File: src/rtl/fetch_pkg.sv
// fetch_pkg
//  Shared types and constants for the RV32I fetch stage.
//  - fetch_state_t: fetch FSM states (IDLE, REQ, RESP, HOLD).
//  - NOP_INSTR_DEFAULT: bubble encoding, addi x0,x0,0.
//  - RESET_PC_DEFAULT: fetch address after reset.
//  - alignPc: clears the two low address bits of a redirect target.
package fetch_pkg;

  typedef enum logic [1:0] {
    IDLE = 2'd0,
    REQ  = 2'd1,
    RESP = 2'd2,
    HOLD = 2'd3
  } fetch_state_t;

  localparam logic [31:0] NOP_INSTR_DEFAULT = 32'h0000_0013;
  localparam logic [31:0] RESET_PC_DEFAULT  = 32'h0000_0000;

  function automatic logic [31:0] alignPc(input logic [31:0] addr);
    return addr & 32'hFFFF_FFFC;
  endfunction

endpackage

File: src/rtl/fetch_stage_if.sv
// fetch_stage_if
//  Instruction-memory request/response bus between the fetch stage (master)
//  and instruction memory (slave).
//  Handshake: a request transfers on a cycle where ImemReq && ImemGnt are both
//  high; ImemAddr is meaningful whenever ImemReq is high. Exactly one response
//  (ImemRValid high for one cycle, ImemRData valid in that cycle) follows each
//  transferred request, in order, no earlier than the cycle after the grant.
//  Signals:
//    ImemReq     master->slave  request valid
//    ImemAddr    master->slave  32-bit word-aligned fetch address
//    ImemGnt     slave->master  request accepted this cycle
//    ImemRValid  slave->master  read data valid
//    ImemRData   slave->master  32-bit instruction word
interface fetch_stage_if;
  logic        ImemReq;
  logic [31:0] ImemAddr;
  logic        ImemGnt;
  logic        ImemRValid;
  logic [31:0] ImemRData;

  modport master (
    output ImemReq,
    output ImemAddr,
    input  ImemGnt,
    input  ImemRValid,
    input  ImemRData
  );

  modport slave (
    input  ImemReq,
    input  ImemAddr,
    output ImemGnt,
    output ImemRValid,
    output ImemRData
  );
endinterface

File: src/rtl/if_id_reg.sv
// if_id_reg
//  Pipeline register carrying instruction, PC and PC+4 plus a valid bit.
//  Update priority: flush > stall > load > bubble. Flush and bubble both
//  produce the NOP encoding with zeroed PCs and valid cleared.
//  Ports:
//    clk, rst_n             clock (rising edge), async active-low reset
//    stall                  hold every output
//    flush                  load a bubble (wins over stall and load)
//    load                   capture instrIn/pcIn/pcPlus4In as a valid entry
//    instrIn, pcIn, pcPlus4In  incoming entry
//    instrOut, pcOut, pcPlus4Out, validOut  registered entry
module if_id_reg #(
  parameter logic [31:0] NOP_INSTR = 32'h0000_0013
) (
  input  logic        clk,
  input  logic        rst_n,
  input  logic        stall,
  input  logic        flush,
  input  logic        load,
  input  logic [31:0] instrIn,
  input  logic [31:0] pcIn,
  input  logic [31:0] pcPlus4In,
  output logic [31:0] instrOut,
  output logic [31:0] pcOut,
  output logic [31:0] pcPlus4Out,
  output logic        validOut
);

  always_ff @(posedge clk or negedge rst_n) begin
    if (!rst_n) begin
      instrOut   <= NOP_INSTR;
      pcOut      <= 32'h0;
      pcPlus4Out <= 32'h0;
      validOut   <= 1'b0;
    end else if (flush) begin
      instrOut   <= NOP_INSTR;
      pcOut      <= 32'h0;
      pcPlus4Out <= 32'h0;
      validOut   <= 1'b0;
    end else if (stall) begin
      instrOut   <= instrOut;
      pcOut      <= pcOut;
      pcPlus4Out <= pcPlus4Out;
      validOut   <= validOut;
    end else if (load) begin
      instrOut   <= instrIn;
      pcOut      <= pcIn;
      pcPlus4Out <= pcPlus4In;
      validOut   <= 1'b1;
    end else begin
      instrOut   <= NOP_INSTR;
      pcOut      <= 32'h0;
      pcPlus4Out <= 32'h0;
      validOut   <= 1'b0;
    end
  end

endmodule

File: src/rtl/fetch_stage.sv
// fetch_stage
//  RV32I instruction fetch plus IF/ID register. Keeps a single request
//  outstanding to instruction memory, owns the fetch PC, applies EX
//  redirects and delivers InstrD/PCD/PCPlus4D to decode.
//  Ports:
//    clk, rst_n     clock (rising edge), async active-low reset
//    StallF         do not issue a new fetch request
//    StallD         hold the IF/ID register
//    FlushD         load a bubble into the IF/ID register
//    PCSrcE         redirect taken this cycle
//    PCTargetE      redirect target (low two bits ignored)
//    imem           instruction-memory bus, master side
//    InstrD, PCD, PCPlus4D, ValidD  IF/ID register outputs
//    StateDbg       current fetch FSM state
module fetch_stage
  import fetch_pkg::*;
#(
  parameter logic [31:0] RESET_PC  = RESET_PC_DEFAULT,
  parameter logic [31:0] NOP_INSTR = NOP_INSTR_DEFAULT
) (
  input  logic                 clk,
  input  logic                 rst_n,
  input  logic                 StallF,
  input  logic                 StallD,
  input  logic                 FlushD,
  input  logic                 PCSrcE,
  input  logic [31:0]          PCTargetE,
  fetch_stage_if.master        imem,
  output logic [31:0]          InstrD,
  output logic [31:0]          PCD,
  output logic [31:0]          PCPlus4D,
  output logic                 ValidD,
  output fetch_state_t         StateDbg
);

  fetch_state_t state;
  logic [31:0]  pcF;
  logic [31:0]  pcPlus4F;
  logic [31:0]  pcTarget;
  logic [31:0]  skidInstr;
  logic         kill;
  logic         handOff;
  logic [31:0]  handInstr;

  assign pcPlus4F = pcF + 32'd4;
  assign pcTarget = alignPc(PCTargetE);
  assign StateDbg = state;

  // A redirect in REQ suppresses the request so the stale PC is never fetched.
  assign imem.ImemAddr = pcF;
  assign imem.ImemReq  = (state == REQ) && !StallF && !PCSrcE;

  // Hand-off to decode: either straight from memory or from the skid buffer.
  // A redirect in the same cycle always wins and drops the instruction.
  always_comb begin
    handOff   = 1'b0;
    handInstr = skidInstr;
    case (state)
      RESP: begin
        if (imem.ImemRValid && !kill && !PCSrcE && !StallD) begin
          handOff   = 1'b1;
          handInstr = imem.ImemRData;
        end
      end
      HOLD: begin
        if (!PCSrcE && !StallD) begin
          handOff = 1'b1;
        end
      end
      default: begin
        handOff   = 1'b0;
        handInstr = skidInstr;
      end
    endcase
  end

  always_ff @(posedge clk or negedge rst_n) begin
    if (!rst_n) begin
      state     <= IDLE;
      pcF       <= RESET_PC;
      kill      <= 1'b0;
      skidInstr <= NOP_INSTR;
    end else begin
      // PCF only moves on a redirect or when its instruction leaves for decode.
      if (PCSrcE) begin
        pcF <= pcTarget;
      end else if (handOff) begin
        pcF <= pcPlus4F;
      end

      case (state)
        IDLE: state <= REQ;
        REQ: begin
          if (imem.ImemReq && imem.ImemGnt) begin
            state <= RESP;
          end
        end
        RESP: begin
          if (imem.ImemRValid) begin
            kill <= 1'b0;
            if (kill || PCSrcE || !StallD) begin
              state <= REQ;
            end else begin
              skidInstr <= imem.ImemRData;
              state     <= HOLD;
            end
          end else if (PCSrcE) begin
            // Response still owed for the old PC; remember to drop it.
            kill <= 1'b1;
          end
        end
        HOLD: begin
          if (PCSrcE || !StallD) begin
            state <= REQ;
          end
        end
        default: state <= IDLE;
      endcase
    end
  end

  if_id_reg #(
    .NOP_INSTR (NOP_INSTR)
  ) u_if_id_reg (
    .clk        (clk),
    .rst_n      (rst_n),
    .stall      (StallD),
    .flush      (FlushD),
    .load       (handOff),
    .instrIn    (handInstr),
    .pcIn       (pcF),
    .pcPlus4In  (pcPlus4F),
    .instrOut   (InstrD),
    .pcOut      (PCD),
    .pcPlus4Out (PCPlus4D),
    .validOut   (ValidD)
  );

endmodule

File: src/flat_wrapper.sv
// flat-port wrapper written by rule: the top's interface ports become plain ports
module fetch_stage_flat import fetch_pkg::*;
#(
  parameter logic [31:0] RESET_PC  = RESET_PC_DEFAULT,
  parameter logic [31:0] NOP_INSTR = NOP_INSTR_DEFAULT
)
  (clk, rst_n, StallF, StallD, FlushD, PCSrcE, PCTargetE, InstrD, PCD, PCPlus4D, ValidD, StateDbg, imem_ImemReq, imem_ImemAddr, imem_ImemGnt, imem_ImemRValid, imem_ImemRData);
  fetch_stage_if imem_i ();
  input  logic clk;
  input  logic rst_n;
  input  logic StallF;
  input  logic StallD;
  input  logic FlushD;
  input  logic PCSrcE;
  input  logic [31:0] PCTargetE;
  output logic [31:0] InstrD;
  output logic [31:0] PCD;
  output logic [31:0] PCPlus4D;
  output logic ValidD;
  output fetch_state_t StateDbg;
  output wire logic [$bits(imem_i.ImemReq)-1:0] imem_ImemReq;
  output wire logic [$bits(imem_i.ImemAddr)-1:0] imem_ImemAddr;
  input wire logic [$bits(imem_i.ImemGnt)-1:0] imem_ImemGnt;
  input wire logic [$bits(imem_i.ImemRValid)-1:0] imem_ImemRValid;
  input wire logic [$bits(imem_i.ImemRData)-1:0] imem_ImemRData;
  assign imem_ImemReq = imem_i.ImemReq;
  assign imem_ImemAddr = imem_i.ImemAddr;
  assign imem_i.ImemGnt = imem_ImemGnt;
  assign imem_i.ImemRValid = imem_ImemRValid;
  assign imem_i.ImemRData = imem_ImemRData;
  fetch_stage #(.RESET_PC(RESET_PC), .NOP_INSTR(NOP_INSTR)) u_core (.clk(clk), .rst_n(rst_n), .StallF(StallF), .StallD(StallD), .FlushD(FlushD), .PCSrcE(PCSrcE), .PCTargetE(PCTargetE), .imem(imem_i), .InstrD(InstrD), .PCD(PCD), .PCPlus4D(PCPlus4D), .ValidD(ValidD), .StateDbg(StateDbg));
endmodule
File: config.mk
export PLATFORM = sky130hd
export DESIGN_NAME = fetch_stage_flat
export DESIGN_NICKNAME = d
export VERILOG_FILES = /design/src/rtl/fetch_pkg.sv /design/src/rtl/fetch_stage_if.sv /design/src/rtl/if_id_reg.sv /design/src/rtl/fetch_stage.sv /design/src/flat_wrapper.sv
export SDC_FILE = /design/constraint.sdc
export NUM_CORES = 1
export LEC_CHECK = 0
export BUFFER_PORTS_ARGS = -buffer_cell sky130_fd_sc_hd__buf_2
export CORE_AREA = 5 5 124 126
export CTS_CLUSTER_SIZE = 8
export DETAILED_ROUTE_END_ITERATION = 8
export DIE_AREA = 0 0 129 131
export PLACE_DENSITY = 0.78
export SLEW_MARGIN = 20
export SYNTH_ARGS = -nofsm -noshare
export SYNTH_HDL_FRONTEND = slang
export SYNTH_SLANG_ARGS = --single-unit
File: constraint.sdc
create_clock -name clk -period 2.5 [get_ports clk]
set_input_delay 0.375 -clock clk [delete_from_list [all_inputs] [get_ports clk]]
set_output_delay 0.375 -clock clk [all_outputs]
set_load 0.1 [all_outputs]
==> flow_summary.yaml <==
run_status:
  outcome: "completed"
worst_setup_path:
  arrival_ps: 2580
  endpoint_kind: "flip-flop"
  r2r_cells: 7
  r2r_start: "u_core.StateDbg[0]"
  cp_max_fo: 14
  regToRegEndpoint: "u_core.imem.ImemAddr[26]"
  cp-start-kind: "flip-flop"
  rrSetupSlack_ps: 220
  path_class: "reg2reg"
  required_ps: 2800
grt:
  grt_pass1_vias: 5693
  grt_usage_pct: 23.0
  grt_pass1_wl_mm: 30.4
  grt_max_degree: 58
  gr-total-overflow: 0
  antenna_found_initial: 2
synthesis:
  synth_cell_types: 51
  synthFlopType: "dfrtp_1"
  synth_cells: 654
  ys_async_sr_fraction_pct: 100
  synth_largest_area_cell: "dfrtp_1"
  synth_area_leaders: "dfrtp_1 (53%), nand2_1 (5.2%), mux2_2 (4.9%), mux2i_1 (4.6%), o21ai_0 (4.5%)"
  ys_seq_area_share_pct: 55.5
  syn_area_per_cell_um2: 11.0
  synth_top_area_share_pct: 53.3
  ys_ff_latch: 159
  synth_edf_count: 0
  syn_area_um2: 7190
  yosysWarnings: 0
detailed_routing:
  wl_met3_mm: 1.16
  via_count: 5791
  avgViaCountPerCell: 5.57
  dr_wl_met2_mm: 9.57
  drtIter0Drc: 416
  routed.top_layer: "met4"
  firstDrtPassIters: 5
  routedWlPerCell_um: 18.6
  finalWirelength_mm: 19.3
  drtAntennaViolNets: 0
  met1_length_mm: 8.22
  remaining_drc_errors: 0
pwr:
  combPwrFrac_pct: 26.7
  switching_share_pct: 36.5
  clkPwrFrac_pct: 30.7
  p_leak_nw: 4.58
  irDropWorstVdd_mv: 0.489
  cellPowerDensity_nw_per_um2: 821
  seqPwrFrac_pct: 42.6
  p_int_mw: 4.68
  switching_power_mw: 2.69
cells_and_area:
  utilization_pct: 63.2
  syn2layout_area_growth_pct: 24.9
  drive_gt1_share_pct: 37.3
  fillCellCount: 1179
  nNetsFinal: 916
  final_design_area_no_fill_um2: 8980
  layoutNonFillerInstCount: 1039
timing:
  fin_ws_ps: 216
  period_needed_ps: 2280
  hold_viol_final: 0
  worst_pin_slew_ps: 606
  fmax_mhz: 438
  finalCritPeriodShare_pct: 91.4
  slew_viol_final: 0
  rsz0062_at_grt: "no"
  finalSetupViolCount: 0
  clock_skew_ps: 7.57
  max_slew_margin_pct: 59.6
  setup-tns-final_ps: 0
min_path:
  hold_path_end: "u_core.imem.ImemAddr[31]"
  hold_path.startpoint: "PCTargetE[31]"
  hold_depth: 3
  hp-class: "in2reg"
floorplan:
  die_x_um: 129
  design.portCount: 204
  die_h_um: 131
  dieArea_um2: 16900
  core_area_um2: 14200
  rows: 44
  start_util_pct: 50.6
run:
  maxCapViolations: 0
placement:
  placed_cells: 1004
  place.gp.congestion: 0.812
  port_buffers: 199
  hpwl_mm: 13.5
  post-place-ws_ps: 248
  post_dp_cell_area_um2: 8450
clock_tree:
  tritoncts: "built"
  insertion_delay_ps: 410
  ctsLongestPathBuffers: 2
  post_cts_resize_count: 0
  post_cts_buffers: 0
  holdBufCountCts: 1
  clkTransAtPathRegs_ps: 60
  h-tree-depth: 4
  root_buffer: "clkbuf_16"
  cts.sinks: 159
  cts_buffers: 17
[placed cells by master, fill, tap and decap left out, types with 5 or more instances in the layout]
master,n
nand2b_1,5
xnor2_1,8
xor2_1,21
nand3_1,14
a22o_1,29
a21oi_1,7
mux2_2,31
nand4_1,12
inv_1,7
mux2i_1,33
nor2_1,19
buf_2,198
clkbuf_16,17
dfrtp_1,135
o311ai_0,10
buf_4,15
a221o_1,9
dfstp_2,6
nand2_1,98
o21ai_0,64
dfrtp_2,16
o211ai_1,15
clkinv_2,5
[cells in the mapped netlist, types with 7 or more instances]
| cell type | number |
|---|---|
| o21ai_0 | 64 |
| nand2_1 | 99 |
| mux2_2 | 31 |
| nor2_1 | 20 |
| buf_2 | 13 |
| dfrtp_1 | 153 |
| nand4_1 | 12 |
| a21oi_1 | 7 |
| xnor2_1 | 8 |
| xor2_1 | 21 |
| mux2i_1 | 33 |
| a22o_1 | 29 |
| clkbuf_1 | 33 |
| a221o_1 | 9 |
| nand3_1 | 14 |
| inv_1 | 8 |
| o311ai_0 | 10 |
| o211ai_1 | 15 |
[registers in the layout, indices dropped and copies added, names as in the netlist]
| register | flops |
|---|---|
| u_core.u_if_id_reg.instrOut | 32 |
| u_core.skidInstr | 32 |
| u_core.u_if_id_reg.validOut | 1 |
| u_core.u_if_id_reg.pcPlus4Out | 30 |
| u_core.imem.ImemAddr | 30 |
| u_core.kill | 1 |
| u_core.u_if_id_reg.pcOut | 31 |
| u_core.StateDbg | 2 |
[cells by family (layout without fill, tap and decap cells)]
family	count (synthesis)	in the layout	share of synthesized area [%]
adder cells (fa/ha/maj)	4	4	0.697
other	1	4	0.0522
AND/OR/NAND/NOR	183	183	12.6
multiplexers	65	65	9.61
flip-flops	159	159	55.5
AO/OA/AOI/OAI	152	152	14.3
XOR/XNOR	29	29	3.53
buffers and inverters	61	259	3.71
[cell type report]
| type | count | area [um2] | share of cell area, % |
|---|---|---|---|
| Sequential cell | 159 | 4010 | 44.7 |
| Multi-Input combinational cell | 435 | 2980 | 33.2 |
| Timing Repair Buffer | 219 | 1200 | 13.4 |
| Clock buffer | 21 | 440 | 4.91 |
| Tap cell | 184 | 230 | 2.56 |
| Clock inverter | 11 | 73.8 | 0.822 |
| Inverter | 8 | 30.0 | 0.334 |
| Antenna cell | 2 | 5.00 | 0.0557 |
[per-stage QoR]
step | power [mW] | hold slack (ps)
after global placement | 5.10 | 380
after floorplan | 4.66 | 79.4
after global routing | 7.69 | 168
after CTS | 7.43 | 148
after detailed placement | 5.16 | 379
final | 7.37 | 167
[metal layers]
metal  GRT usage, %  vias to the layer above
li1               -                     2716
met1           30.6                     2862
met2           37.0                      189
met3           5.57                       24
met4           8.40                        0
met5              0                        -
[worst max path at each step]
stage	from	to	depth (start not counted)
after floorplan	u_core.imem.ImemAddr[19]	u_core.imem.ImemAddr[26]	5
after global placement	u_core.StateDbg[0]	u_core.imem.ImemAddr[26]	7
after detailed placement	u_core.StateDbg[0]	u_core.imem.ImemAddr[26]	7
after CTS	u_core.StateDbg[0]	u_core.imem.ImemAddr[26]	7
after global routing	u_core.StateDbg[0]	u_core.imem.ImemAddr[17]	7
final	u_core.StateDbg[0]	u_core.imem.ImemAddr[26]	7
[power by group through the flow]
stage	clock [mW]	sequential [mW]	combinational, mW
after floorplan	0	3.95	0.713
after global placement	0	3.16	1.94
after detailed placement	0	3.18	1.98
after CTS	2.31	3.14	1.98
after global routing	2.42	3.17	2.09
final	2.26	3.14	1.97
[critical path, cell delays in order, from the launching register on]
cell and delay [ps]:
dfrtp_4 500, inv_1 80, ha_1 250, and3b_1 280, nor2_1 120, or2_2 440, o211a_1 260, a211o_1 230
Power figures use the tool's default switching activity.
